==> src/rtl/imm_decode_stage.sv <==
// Registered immediate-decode stage: decodes the RV immediate, format code and
// illegal-opcode flag from a raw instruction word and presents them from flops.
// A main register (M) plus a skid register (K) give full throughput under
// backpressure while keeping in_ready purely registered.
module imm_decode_stage #(
  parameter int XLEN  = 32,
  parameter int TAG_W = 5
) (
  input  logic             clk,
  input  logic             rst_n,
  input  logic             flush,
  input  logic             in_valid,
  output logic             in_ready,
  input  logic [31:0]      in_instr,
  input  logic [TAG_W-1:0] in_tag,
  output logic             out_valid,
  input  logic             out_ready,
  output logic [XLEN-1:0]  out_imm,
  output logic [2:0]       out_fmt,
  output logic             out_illegal,
  output logic [TAG_W-1:0] out_tag
);

  localparam logic [2:0] FMT_NONE = 3'd0;
  localparam logic [2:0] FMT_I    = 3'd1;
  localparam logic [2:0] FMT_S    = 3'd2;
  localparam logic [2:0] FMT_B    = 3'd3;
  localparam logic [2:0] FMT_U    = 3'd4;
  localparam logic [2:0] FMT_J    = 3'd5;
  localparam logic [2:0] FMT_Z    = 3'd6;
  localparam logic [2:0] FMT_SH   = 3'd7;

  localparam logic [6:0] OP_IMM    = 7'b0010011;
  localparam logic [6:0] OP_IMM_32 = 7'b0011011;
  localparam logic [6:0] OP_LOAD   = 7'b0000011;
  localparam logic [6:0] OP_JALR   = 7'b1100111;
  localparam logic [6:0] OP_STORE  = 7'b0100011;
  localparam logic [6:0] OP_BRANCH = 7'b1100011;
  localparam logic [6:0] OP_LUI    = 7'b0110111;
  localparam logic [6:0] OP_AUIPC  = 7'b0010111;
  localparam logic [6:0] OP_JAL    = 7'b1101111;
  localparam logic [6:0] OP_SYSTEM = 7'b1110011;
  localparam logic [6:0] OP_REG    = 7'b0110011;
  localparam logic [6:0] OP_REG_32 = 7'b0111011;
  localparam logic [6:0] OP_FENCE  = 7'b0001111;

  typedef struct packed {
    logic [XLEN-1:0] imm;
    logic [2:0]      fmt;
    logic            illegal;
  } dec_t;

  typedef enum logic [1:0] {EMPTY, ONE, FULL} state_t;

  // Sign-extends a 32-bit signed immediate to XLEN (identity when XLEN=32).
  function automatic logic [XLEN-1:0] sext(input logic signed [31:0] v);
    return XLEN'(v);
  endfunction

  // Zero-extends a shift amount / CSR uimm field to XLEN.
  function automatic logic [XLEN-1:0] zext(input logic [5:0] v);
    return XLEN'(v);
  endfunction

  function automatic dec_t decode(input logic [31:0] instr);
    dec_t       d;
    logic [2:0] f3;
    logic       s;
    f3        = instr[14:12];
    s         = instr[31];
    d.imm     = '0;
    d.fmt     = FMT_NONE;
    d.illegal = 1'b0;
    case (instr[6:0])
      OP_IMM: begin
        if (f3 == 3'b001 || f3 == 3'b101) begin
          // instr[30] selects arithmetic shift and never belongs to shamt
          d.fmt = FMT_SH;
          d.imm = (XLEN == 64) ? zext(instr[25:20]) : zext({1'b0, instr[24:20]});
        end else begin
          d.fmt = FMT_I;
          d.imm = sext({{20{s}}, instr[31:20]});
        end
      end
      OP_IMM_32: begin
        if (XLEN != 64) begin
          d.illegal = 1'b1;
        end else if (f3 == 3'b001 || f3 == 3'b101) begin
          d.fmt = FMT_SH;
          d.imm = zext({1'b0, instr[24:20]});
        end else begin
          d.fmt = FMT_I;
          d.imm = sext({{20{s}}, instr[31:20]});
        end
      end
      OP_LOAD, OP_JALR: begin
        d.fmt = FMT_I;
        d.imm = sext({{20{s}}, instr[31:20]});
      end
      OP_STORE: begin
        d.fmt = FMT_S;
        d.imm = sext({{20{s}}, instr[31:25], instr[11:7]});
      end
      OP_BRANCH: begin
        d.fmt = FMT_B;
        d.imm = sext({{19{s}}, instr[31], instr[7], instr[30:25], instr[11:8], 1'b0});
      end
      OP_LUI, OP_AUIPC: begin
        d.fmt = FMT_U;
        d.imm = sext({instr[31:12], 12'b0});
      end
      OP_JAL: begin
        d.fmt = FMT_J;
        d.imm = sext({{11{s}}, instr[31], instr[19:12], instr[20], instr[30:21], 1'b0});
      end
      OP_SYSTEM: begin
        if (f3[2]) begin
          d.fmt = FMT_Z;
          d.imm = zext({1'b0, instr[19:15]});
        end
      end
      OP_REG, OP_FENCE: begin
        d.fmt = FMT_NONE;
      end
      OP_REG_32: begin
        d.illegal = (XLEN != 64);
      end
      default: begin
        d.illegal = 1'b1;
      end
    endcase
    return d;
  endfunction

  state_t           state_q, state_d;
  logic             accept, drain, ld_m, ld_k, m_from_k;
  logic             vld_p1;
  dec_t             dec_p0;
  dec_t             m_dec_p1, k_dec_p1;
  logic [TAG_W-1:0] m_tag_p1, k_tag_p1;

  assign vld_p1    = (state_q != EMPTY);
  assign out_valid = vld_p1;
  assign in_ready  = (state_q != FULL);
  assign accept    = in_valid && in_ready;
  assign drain     = vld_p1 && out_ready;

  // ---- stage p0: combinational decode of the incoming word ----
  always_comb dec_p0 = decode(in_instr);

  // Occupancy state register.
  always_ff @(posedge clk or negedge rst_n) begin
    if (!rst_n) state_q <= EMPTY;
    else        state_q <= state_d;
  end

  // Next-state and load steering; flush overrides every other event.
  always_comb begin
    state_d  = state_q;
    ld_m     = 1'b0;
    ld_k     = 1'b0;
    m_from_k = 1'b0;
    if (flush) begin
      state_d = EMPTY;
    end else begin
      case (state_q)
        EMPTY: if (accept) begin state_d = ONE; ld_m = 1'b1; end
        ONE: begin
          if (accept && drain)  ld_m = 1'b1;
          else if (accept)      begin state_d = FULL; ld_k = 1'b1; end
          else if (drain)       state_d = EMPTY;
        end
        FULL: if (drain) begin state_d = ONE; m_from_k = 1'b1; end
        default: state_d = EMPTY;
      endcase
    end
  end

  // ---- stage p1: main output register, reset so outputs start at zero ----
  always_ff @(posedge clk or negedge rst_n) begin
    if (!rst_n) begin
      m_dec_p1 <= '0;
      m_tag_p1 <= '0;
    end else if (ld_m) begin
      m_dec_p1 <= dec_p0;
      m_tag_p1 <= in_tag;
    end else if (m_from_k) begin
      m_dec_p1 <= k_dec_p1;
      m_tag_p1 <= k_tag_p1;
    end
  end

  // Skid register payload; its contents only matter while state is FULL.
  always_ff @(posedge clk) begin
    if (ld_k) begin
      k_dec_p1 <= dec_p0;
      k_tag_p1 <= in_tag;
    end
  end

  assign out_imm     = m_dec_p1.imm;
  assign out_fmt     = m_dec_p1.fmt;
  assign out_illegal = m_dec_p1.illegal;
  assign out_tag     = m_tag_p1;

endmodule

==> config.mk <==
export PLATFORM = sky130hd
export DESIGN_NAME = imm_decode_stage
export DESIGN_NICKNAME = d
export VERILOG_FILES = /design/src/rtl/imm_decode_stage.sv
export SDC_FILE = /design/constraint.sdc
export NUM_CORES = 1
export LEC_CHECK = 0
export ABC_CLOCK_PERIOD_IN_PS = 4200
export CAP_MARGIN = 15
export CORE_MARGIN = 5
export CORE_UTILIZATION = 46
export DETAILED_ROUTE_END_ITERATION = 10
export PLACE_DENSITY = 0.8
export SETUP_SLACK_MARGIN = 0.15
export SYNTH_ARGS = -nofsm -noshare
export SYNTH_HDL_FRONTEND = slang
export SYNTH_SLANG_ARGS = --single-unit
==> constraint.sdc <==
create_clock -name clk -period 4.2 [get_ports clk]
set_input_delay 0.84 -clock clk [delete_from_list [all_inputs] [get_ports clk]]
set_output_delay 0.84 -clock clk [all_outputs]
set_load 0.02 [all_outputs]
* Word-level counts from Yosys, hierarchy flattened *
Cells that the tools add are included.

cells by class
  add/sub/neg operators = 0
  multipliers = 0
  div/mod/pow operators = 0
  $lt $le $gt $ge = 0
  equal/unequal tests = 20
  shift-type cells = 0
  multiplexer cells = 26
  bitwise logic cells = 0
  reduce and logical (&&, ||, !) cells = 11

operators by type and width
  cell                                                 number
  case mux 32 bit (7 select lines)                     1
  2-to-1 mux 36 bit                                    2
  2-to-1 mux 35 bit                                    1
  equality test 7 bit, second input constant           4
  equality test 7 x 6 -> 1 bit, second input constant  3
  case mux 3 bit (7 select lines)                      1
  equality test 7 x 5 -> 1 bit, second input constant  2
  2-to-1 mux 2 bit                                     6
  OR reduction 11 bit                                  1
  2-to-1 mux 1 bit                                     10
  2-to-1 mux 5 bit                                     2
  != test 3 bit, second input constant                 3
  2-to-1 mux 8 bit                                     1
  equality test 7 x 2 -> 1 bit, second input constant  1
  equality test 7 x 4 -> 1 bit, second input constant  1
  case mux 2 bit (3 select lines)                      1
  != test 4 bit, second input constant                 1
  AND reduction 4 bit                                  1
  nonzero test 2 bit                                   2
  OR reduction 2 bit                                   2
  equality test 3 x 1 -> 1 bit, second input constant  1
  equality test 3 bit, second input constant           1
  logical AND 1 bit                                    3
  equality test 2 x 1 -> 1 bit, second input constant  1
  other kinds (5)                                      5

word-level totals
  register bits = 84
  latch bits = 0
  RAM bits = 0
  ROM bits = 0
  input bits = 42
  output and inout port bits = 43
  logic and storage cells = 66
  memories = 0

* Depth between registers and ports, before layout *
Gate-level depths: netlist of run 1.

  depth in word-level cells = 7
  mapped depth = 7
  depth with buffers taken out = 5

* Worst setup path before layout of run 1 *
No wires, ideal clock.

  path type = input to register
  from = input port out_ready
  to = register k_dec_p1[0] (netlist name), enable pin
  setup time = 0.491 ns
  data arrival time = 3.792 ns
  data required time = 3.709 ns
  slack = -0.082 ns
  cell stages on the path = 2
  buffers on the path = 0
  cells stage by stage = nand2b_1 nor3_1

between the ends
  cells in the longest elaborated chain, start to end = 5

ends and longest elaborated chain
  item                  RTL line  text
  from (decl)           17        input logic out_ready,
  logical AND 1 bit     146       assign drain = vld_p1 && out_ready;
  logical AND 1 bit     169       if (accept && drain) ld_m = 1'b1;
  2-to-1 mux 1 bit      169
  2-to-1 mux 1 bit      166       case (state_q)
  2-to-1 mux 1 bit      163       if (flush) begin
  named net ld_k        136       logic accept, drain, ld_m, ld_k, m_from_k;
  to (signal assigned)  196       k_dec_p1 <= dec_p0;
  to (decl)             139       dec_t m_dec_p1, k_dec_p1;

The timed path passes the listed nets, and every way through them passes these cells.
A chain may end at the register's enable or synchronous reset.

==> Implementation_results.wiki, run 1 <==
{| class="wikitable"
! Metric !! Value
|-
| Via-per-instance ratio || 5.610
|-
| Area of the multi-input gates || 1578 sq um
|-
| Register area || 2307 sq um
|-
| N_diodes || 0
|-
| Nets || 462
|-
| Slowest stage cell, crit path || clkdlybuf4s50_1
|-
| Gate Count Post-Synth || 346
|-
| Die Footprint || 10,680 sq um
|-
| Setup Viol. Count Final || 0
|-
| Placed cell count || 517
|-
| Final-layout setup total negative slack || 0 ns
|-
| Clock tree root driver cell || clkbuf_8
|-
| Element type at the critical path end || register
|-
| Launch point of the worst path || in_instr[4]
|-
| Worst vdd rail ir drop || 0.1887 mV
|-
| Post-Synthesis Cell Area || 4008 sq um
|-
| X dimension of the die || 103.3 um
|-
| Fraction of registers with async set or reset after synthesis || 51.19%
|-
| Total wirelength of the detailed-routed design || 9.430 mm
|-
| Share of cells above drive strength 1 || 8.235%
|-
| Post-route worst setup slack || 1.185 ns
|-
| Maximum number of buffers from clock root to sink || 2
|-
| Resized Gates After CTS || 0
|-
| Sequential share of the synthesized area || 57.57%
|-
| HPWL after detailed placement || 6.159 mm
|-
| Die Ht || 103.3 um
|-
| Overflow left after global routing || 0
|-
| Number of buffers inserted to repair setup after CTS || 0
|-
| Antenna violations before repair || 0
|-
| RSZ-0062 raised after global routing || no
|-
| Port-buffer cells || 84
|-
| Cell variety after synth || 52
|-
| Tcrit/Tclk final || 71.79%
|-
| Final slew viol count || 0
|-
| Placed Instance Area || 4886 sq um
|-
| Power per standard cell area || 335.5 nW/um^2
|-
| Number of nets with antenna violations after routing || 0
|-
| Maximum number of pins on one net before global-route repair || 57
|-
| Critical register-to-register path endpoint || out_imm[24]
|-
| Non-filler instance count after layout || 533
|-
| Placeable Area || 8593 sq um
|-
| Headroom to the max-slew limit || 30.41%
|-
| I/O pin total || 85
|-
| Actual transition at the worst max-transition pin || 1.044 ns
|-
| Effective utilization at floorplan || 46.64%
|-
| Max Fanout on Critical Path || 15
|-
| Number of levels in the clock H-tree || 3
|-
| Wire length of the first global-routing pass || 14.88 mm
|-
| Register-to-register setup slack || 1.81 ns
|-
| Mean post-synth cell area || 11.58 sq um
|-
| Worst stage delay on the critical path || 0.69 ns
|-
| Biggest area consumer among synthesized cells || edfxtp_1
|-
| HP Class || register to register
|-
| Register bit total from synthesis || 84
|-
| Clock-pin slew on the worst setup and hold paths || 0.08 ns
|-
| Cell leakage power || 2.253 nW
|-
| Post-layout min period || 3.015 ns
|-
| Outcome || finished clean
|-
| Required time of the worst setup path || 4.31 ns
|-
| Leading cell types in the layout, fill and taps excluded || clkdlybuf4s50_1 (83), nand2_1 (56), dfrtp_1 (43), edfxtp_1 (41), a21o_1 (31)
|-
| Clk_lat worst skew || 0.35 ns
|-
| Fin area || 5087 sq um
|-
| TritonCTS clock tree || done
|-
| Area share of the largest cell type after synthesis || 30.72%
|-
| Dominant synthesized flop cell || dfrtp_1
|-
| Clock buffers created by TritonCTS || 9
|-
| Ranking of synthesized cells by area || edfxtp_1 (31%), dfrtp_1 (27%), a21o_1 (5.8%), nand2_1 (5.2%), a22oi_1 (3.2%)
|-
| Achievable frequency || 0.3317 GHz
|-
| Num Clock Sinks || 84
|-
| Area Growth Syn to Fin || 26.94%
|-
| Final Skew || 0.005382 ns
|-
| Syn Nets || 388
|-
| Number of enable-type register cells in the synthesized netlist || 41
|-
| Total Routing Usage GR || 18.10%
|-
| Maxcap violations || 0
|-
| Critical Path Source Type || input port
|-
| Initial DRC count || 206
|-
| Crit path capture || k_dec_p1[29]
|-
| Register-to-Register Path Depth || 4
|-
| Hold violation count in the final report || 0
|-
| First-pass iteration count of the detailed router || 4
|-
| Cells along the critical path || clkdlybuf4s50_1, and3b_1, nor2b_1, a22oi_2, nor2_1, a21o_1
|-
| Global placer's final weighted congestion || 0.8410
|-
| Hold-fix buffers at CTS || 0
|-
| Filler instances || 719
|-
| Hold Worst Slack || 0.4635 ns
|-
| Total via count after detailed routing || 2,990
|-
| Yosys Warn Count || 0
|-
| Most common cell after layout, fill and taps aside || clkdlybuf4s50_1
|-
| Routed WL per cell || 17.69 um
|-
| Start point of the worst hold path || k_tag_p1[0]
|-
| Crit path DAT || 3.12 ns
|-
| Critical path start-end classification || input port to register
|-
| Via count of the first global-routing pass || 2,989
|-
| Row cnt || 34
|-
| Critical R2R Launch || state_q[1]
|-
| Worst slack at placement || 0.8450 ns
|-
| Number of remaining DRC errors || 0
|}
how the worst min path moves through the flow:
| stage | to | cells after the start |
|---|---|---|
| 3_3_place_gp | out_tag[0] | 2 |
| 5_1_grt | out_tag[0] | 2 |
| 4_1_cts | out_tag[1] | 2 |
| 3_5_place_dp | out_tag[4] | 2 |
| 2_1_floorplan | out_imm[31] | 2 |
| 6_report | out_tag[0] | 2 |
report_power, final:
group          switching [mW]  total, mW  internal [mW]
clock                   0.289      0.579          0.290
combinational           0.124      0.231          0.107
sequential             0.0136      0.898          0.884
total                   0.426       1.71           1.28
registers in the layout, summed over array words and instances (netlist names):
signal / cells
out_fmt: 3
out_illegal: 1
k_dec_p1: 36
k_tag_p1: 5
out_imm: 32
out_tag: 5
state_q: 2
layer usage:
metal,routed length [um],global-route usage (%),part of all wire (%)
met5,0,0,0
met4,75,5.378,0.80
met3,615,4.225,6.5
met2,4570,29.22,48
met1,4169,24.46,44
cell families after synthesis:
logic type,Yosys count,synth area share (%)
compound gates,106,20.51
flops,84,57.57
simple gates,118,15.27
buf+inv,26,3.653
mux,12,2.997
area by class of cell:
type | count | share of cell area, %
inverters | 2 | 0.1476
well taps | 108 | 2.656
repair buffers | 87 | 16.87
clock buffers | 10 | 2.705
flip-flops and latches | 84 | 45.35
clock inverters | 6 | 1.254
multi-input cells | 236 | 31.01
Yosys cell counts, drive strengths merged, types with 2 or more instances:
| master | n |
|---|---|
| nand2 | 57 |
| dfrtp | 43 |
| edfxtp | 41 |
| a21o | 31 |
| nor2 | 25 |
| a22oi | 18 |
| buf | 18 |
| o21ai | 17 |
| mux2i | 12 |
| a311o | 11 |
| nor2b | 11 |
| a21oi | 6 |
| clkbuf | 6 |
| a221o | 4 |
| a22o | 4 |
| and3b | 3 |
| nand2b | 3 |
| nor3 | 3 |
| nor3b | 3 |
| a31o | 2 |
| a32oi | 2 |
| and2b | 2 |
| inv | 2 |
| o2bb2ai | 2 |
| o31ai | 2 |
per-stage QoR:
stage                     util (%)  total power [mW]
after global routing         59.20             1.777
after CTS                    59.20             1.720
final                        59.20             1.707
after global placement       56.86             1.143
after detailed placement     56.86             1.147
after floorplan                  -             1.023
critical path, delay by kind of cell:
family | cells | cell delay, ns
AOI/OAI and AO/OA | 2 | 0.80
buffers and inverters | 1 | 0.69
and+or+nand+nor | 3 | 0.79
(Power assumes the default switching activity.)
==> inputs of run 2 (changes only) <==
--- a/config.mk
+++ b/config.mk
@@ -5,12 +5,12 @@
 export SDC_FILE = /design/constraint.sdc
 export NUM_CORES = 1
 export LEC_CHECK = 0
-export ABC_CLOCK_PERIOD_IN_PS = 4200
+export ABC_CLOCK_PERIOD_IN_PS = 3100
 export CAP_MARGIN = 15
 export CORE_MARGIN = 5
-export CORE_UTILIZATION = 46
+export CORE_UTILIZATION = 51
 export DETAILED_ROUTE_END_ITERATION = 10
-export PLACE_DENSITY = 0.8
+export PLACE_DENSITY = 0.84
 export SETUP_SLACK_MARGIN = 0.15
 export SYNTH_ARGS = -nofsm -noshare
 export SYNTH_HDL_FRONTEND = slang
==> constraint.sdc (replaced) <==
create_clock -name clk -period 3.1 [get_ports clk]
set_input_delay 0.62 -clock clk [delete_from_list [all_inputs] [get_ports clk]]
set_output_delay 0.62 -clock clk [all_outputs]
set_load 0.02 [all_outputs]
==> Implementation_results.wiki, run 2 (synthesized netlist as in run 1, its figures left out) <==
{| class="wikitable"
! Metric !! Value
|-
| Row cnt || 32
|-
| Die Footprint || 9731 sq um
|-
| Uppermost metal layer occupied by signal nets || met4
|-
| Maximum number of pins on one net before global-route repair || 57
|-
| Number of buffers inserted to repair setup after CTS || 0
|-
| Post-layout min period || 2.568 ns
|-
| Hold violation count in the final report || 0
|-
| Total via count after detailed routing || 3,108
|-
| Crit path DAT || 2.79 ns
|-
| Met3 WL || 682 um
|-
| Initial DRC count || 239
|-
| Resized Gates After CTS || 0
|-
| Hold-fix buffers at CTS || 0
|-
| Total length of routed met2 wires || 4.804 mm
|-
| Clk_lat worst skew || 0.36 ns
|-
| Register-to-register setup slack || 1.05 ns
|-
| Global placer's final weighted congestion || 0.9452
|-
| N_diodes || 0
|-
| TritonCTS clock tree || done
|-
| Critical Path Source Type || input port
|-
| Total Routing Usage GR || 20.22%
|-
| First-pass iteration count of the detailed router || 5
|-
| Headroom to the max-slew limit || 30.39%
|-
| Actual transition at the worst max-transition pin || 1.044 ns
|-
| Wire length of the first global-routing pass || 15.82 mm
|-
| Max FFs per register || 36
|-
| Total wirelength of the detailed-routed design || 9.703 mm
|-
| Routed WL per cell || 18.10 um
|-
| Required time of the worst setup path || 3.32 ns
|-
| I/O pin total || 85
|-
| Via-per-instance ratio || 5.799
|-
| Number of levels in the clock H-tree || 3
|-
| Post-route worst setup slack || 0.5317 ns
|-
| Placeable Area || 7687 sq um
|-
| Element type at the critical path end || register
|-
| Final slew viol count || 0
|-
| Num Clock Sinks || 84
|-
| Final-layout setup total negative slack || 0 ns
|-
| Cell leakage power || 2.316 nW
|-
| Clock buffers created by TritonCTS || 9
|-
| Max Fanout on Critical Path || 11
|-
| Antenna violations before repair || 0
|-
| Leading cell types in the layout, fill and taps excluded || clkdlybuf4s50_1 (83), nand2_1 (56), dfrtp_1 (43), edfxtp_1 (41), a21o_1 (31)
|-
| Most common cell after layout, fill and taps aside || clkdlybuf4s50_1
|-
| RSZ-0062 raised after global routing || no
|-
| Share of cells above drive strength 1 || 9.677%
|-
| Clock tree root driver cell || clkbuf_8
|-
| Achievable frequency || 0.3894 GHz
|-
| Power, Total || 2.458 mW
|-
| Worst vdd rail ir drop || 0.3518 mV
|-
| Overflow left after global routing || 0
|-
| Maxcap violations || 0
|-
| HPWL after detailed placement || 6.468 mm
|-
| Final Skew || 0.009482 ns
|-
| Tcrit/Tclk final || 82.85%
|-
| Maximum number of buffers from clock root to sink || 2
|-
| HP Class || input port to async pin
|-
| Via count of the first global-routing pass || 3,174
|-
| Setup Viol. Count Final || 0
|-
| X dimension of the die || 98.65 um
|-
| Area Growth Syn to Fin || 29.57%
|-
| Die Ht || 98.65 um
|-
| Sum of routed wire segments on met1 || 4.091 mm
|-
| Worst slack at placement || 0.1780 ns
|-
| Port-buffer cells || 84
|-
| Critical path start-end classification || input port to register
|-
| Nets || 471
|-
| Effective utilization at floorplan || 52.13%
|-
| Clock-pin slew on the worst setup and hold paths || 0.07 ns
|-
| Number of nets with antenna violations after routing || 0
|-
| Power per standard cell area || 473.4 nW/um^2
|-
| Number of remaining DRC errors || 0
|-
| Most flop-heavy register || k_dec_p1
|-
| Outcome || finished clean
|-
| Filler instances || 613
|}
run 2: changes by cell type in the layout (fill, tap and decap cells not counted):
cell        previous run  this run
bufinv_16              1         3
buf_4                  3        11
clkinv_4               2         1
clkinv_1               1         0
buf_12                 0         1
clkinv_2               1         0
clkinvlp_4             1         0
clkbuf_1               0         3
clkbuf_8              10         9
run 2: critical path, stage by stage:
cell	delay, ns
clkdlybuf4s50_1	0.72
and3b_1	0.26
nor2b_1	0.30
a22oi_2	0.10
nor2_1	0.63
a21o_1	0.15
run 2: through the flow:
step	util (%)	hold WS, ns	instance area (sq um)	std cells
floorplan	-	0.3244	4013	346
global placement	64.50	0.4446	4959	520
finish	67.55	0.4423	5192	536
detailed placement	64.50	0.4627	4959	520
global route	67.55	0.5083	5192	536
CTS	67.55	0.4682	5192	536
run 2: per-layer routing:
metal / up-vias / GRT usage (%)
met4: 0 / 6.197
met2: 134 / 33.54
li1: 1448 / -
met1: 1515 / 26.41
met5: - / 0
met3: 11 / 4.883
run 2: area by class of cell:
class                      instances  area [sq um]  share of cell area, %
multi-input combinational        236          1578                  30.39
timing repair buffer              96         938.4                  18.07
tap                              102         127.6                  2.458
clock inverter                     4         98.84                  1.904
sequential                        84          2307                  44.43
clock buffer                      12         135.1                  2.602
inverter                           2         7.507                 0.1446
run 2: final timing paths:
kind,start,to,cells after the start
min in group clk,k_tag_p1[1],out_tag[1],2
worst min-delay path,rst_n,out_imm[4],1
worst max register to register,state_q[1],out_imm[28],5
max in group asynchronous,rst_n,out_illegal,1
worst max-delay path,in_instr[6],k_dec_p1[29],6
worst min register to register,k_tag_p1[1],out_tag[1],2
run 2: power by group:
group	internal, mW	switching [mW]	total (mW)	leakage [nW]
combinational	0.151	0.171	0.322	1.17
clock	0.538	0.381	0.919	0.115
sequential	1.20	0.0190	1.22	1.03
total	1.89	0.571	2.46	2.32
==> inputs of run 3 (changes only) <==
--- a/config.mk
+++ b/config.mk
@@ -5,7 +5,7 @@
 export SDC_FILE = /design/constraint.sdc
 export NUM_CORES = 1
 export LEC_CHECK = 0
-export ABC_CLOCK_PERIOD_IN_PS = 3100
+export ABC_CLOCK_PERIOD_IN_PS = 2550
 export CAP_MARGIN = 15
 export CORE_MARGIN = 5
 export CORE_UTILIZATION = 51
==> constraint.sdc (replaced) <==
create_clock -name clk -period 2.55 [get_ports clk]
set_input_delay 0.51 -clock clk [delete_from_list [all_inputs] [get_ports clk]]
set_output_delay 0.51 -clock clk [all_outputs]
set_load 0.02 [all_outputs]
==> Implementation_results.wiki, run 3 (synthesized netlist as in run 1, its figures left out) <==
{| class="wikitable"
! Metric !! Value
|-
| N_diodes || 0
|-
| Hold Worst Slack || 0.3205 ns
|-
| Global placer's final weighted congestion || 0.9339
|-
| Hold violation count in the final report || 0
|-
| Setup Viol. Count Final || 0
|-
| Total Routing Usage GR || 19.73%
|-
| Maxcap violations || 0
|-
| Critical R2R Launch || state_q[1]
|-
| Initial DRC count || 226
|-
| Power per standard cell area || 519.0 nW/um^2
|-
| RSZ-0062 raised after global routing || yes
|-
| Fin area || 5213 sq um
|-
| Placeable Area || 7687 sq um
|-
| Number of levels in the clock H-tree || 3
|-
| Outcome || finished clean
|-
| Number of remaining DRC errors || 0
|-
| I/O pin total || 85
|-
| Headroom to the max-slew limit || 31.82%
|-
| Final slew viol count || 0
|-
| Worst stage delay on the critical path || 0.68 ns
|-
| Filler instances || 586
|-
| Row cnt || 32
|-
| Tcrit/Tclk final || 95.82%
|-
| Resized Gates After CTS || 0
|-
| TritonCTS clock tree || done
|-
| Worst vdd rail ir drop || 0.3192 mV
|-
| X dimension of the die || 98.65 um
|-
| Critical path start-end classification || input port to register
|-
| Cell leakage power || 2.323 nW
|-
| Element type at the critical path end || register
|-
| Die Footprint || 9731 sq um
|-
| HP Class || input port to async pin
|-
| Number of nets with antenna violations after routing || 0
|-
| Placed cell count || 528
|-
| Via-per-instance ratio || 5.695
|-
| Non-filler instance count after layout || 544
|-
| Slowest stage cell, crit path || nor3_2
|-
| Maximum number of buffers from clock root to sink || 2
|-
| Effective utilization at floorplan || 52.13%
|-
| Required time of the worst setup path || 2.83 ns
|-
| Via count of the first global-routing pass || 3,080
|-
| Max FFs per register || 36
|-
| First-pass iteration count of the detailed router || 5
|-
| HPWL after detailed placement || 6.337 mm
|-
| Num Clock Sinks || 84
|-
| Total via count after detailed routing || 3,098
|-
| Clk_lat worst skew || 0.34 ns
|-
| Overflow left after global routing || 0
|-
| Clock buffers created by TritonCTS || 9
|-
| Most common cell after layout, fill and taps aside || clkdlybuf4s50_1
|-
| Total wirelength of the detailed-routed design || 9.379 mm
|-
| Most flop-heavy register || k_dec_p1
|-
| Register-to-register setup slack || 0.58 ns
|-
| Nets || 479
|-
| Clock tree root driver cell || clkbuf_8
|-
| Finished Core Util || 67.81%
|-
| Die Ht || 98.65 um
|-
| Final Skew || 0.007280 ns
|-
| Crit path DAT || 2.73 ns
|-
| Area Growth Syn to Fin || 30.07%
|-
| Leading cell types in the layout, fill and taps excluded || clkdlybuf4s50_1 (83), nand2_1 (56), dfrtp_1 (43), edfxtp_1 (41), a21o_1 (31)
|-
| Maximum number of pins on one net before global-route repair || 52
|-
| Critical Path Source Type || input port
|-
| Max Fanout on Critical Path || 11
|-
| Antenna violations before repair || 0
|-
| Port-buffer cells || 84
|-
| Wire length of the first global-routing pass || 15.37 mm
|-
| Routed WL per cell || 17.24 um
|-
| Post-layout min period || 2.443 ns
|-
| Cells along the critical path || clkdlybuf4s50_1, and3b_1, nor2b_1, a22oi_2, nor3_2, a311o_1
|-
| Clock-pin slew on the worst setup and hold paths || 0.08 ns
|-
| Share of cells above drive strength 1 || 11.54%
|-
| Power, Total || 2.705 mW
|-
| Placed Instance Area || 5044 sq um
|-
| Achievable frequency || 0.4093 GHz
|-
| Actual transition at the worst max-transition pin || 1.023 ns
|-
| Hold-fix buffers at CTS || 0
|-
| Launch point of the worst path || in_instr[5]
|-
| Number of buffers inserted to repair setup after CTS || 0
|}
run 3: changes by cell type in the layout (fill, tap and decap cells not counted):
cell        before  now
bufinv_16        3    0
clkinv_4         1    2
clkbuf_1         3    1
buf_12           1    3
clkinv_2         0    1
buf_4           11   17
clkinvlp_4       0    2
clkinv_1         0    1
run 3: routing by layer:
| metal | GRT usage, % | part of all wire (%) | vias up |
|---|---|---|---|
| li1 | - | - | 1464 |
| met1 | 26.04 | 43 | 1501 |
| met2 | 31.51 | 48 | 113 |
| met3 | 4.459 | 6.0 | 20 |
| met4 | 8.298 | 2.2 | 0 |
| met5 | 0 | 0 | - |
run 3: final timing paths:
path,to,cells past startpoint
max in group asynchronous,out_imm[10],1
min reg2reg,out_tag[3],2
max,out_imm[23],6
min,out_imm[4],1
min in group clk,out_tag[3],2
max reg2reg,out_imm[23],4
run 3: through the flow:
step / setup TNS [ns] / setup slack [ns]
final: 0 / 0.1066
after global routing: 0 / 0.001964
after CTS: 0 / 0.1510
after detailed placement: -3.629 / -0.1851
after global placement: -3.455 / -0.1595
after floorplan: 0 / 0.4541
run 3: area by class of cell:
type	instances	area (sq um)	area share, %
Tap cell	102	127.6	2.448
Timing Repair Buffer	104	1023	19.64
Sequential cell	84	2307	44.26
Clock inverter	6	41.29	0.7921
Multi-Input combinational cell	236	1578	30.27
Inverter	2	7.507	0.1440
Clock buffer	10	127.6	2.448
run 3: critical path: cells and delay by family:
family / cells / cell delay, ns
buf+inv: 1 / 0.60
compound gates: 2 / 0.36
simple gates: 3 / 1.25
run 3: power breakdown:
part / internal, mW / switching, mW
registers: 1.46 / 0.0226
clock network: 0.352 / 0.472
logic: 0.195 / 0.208
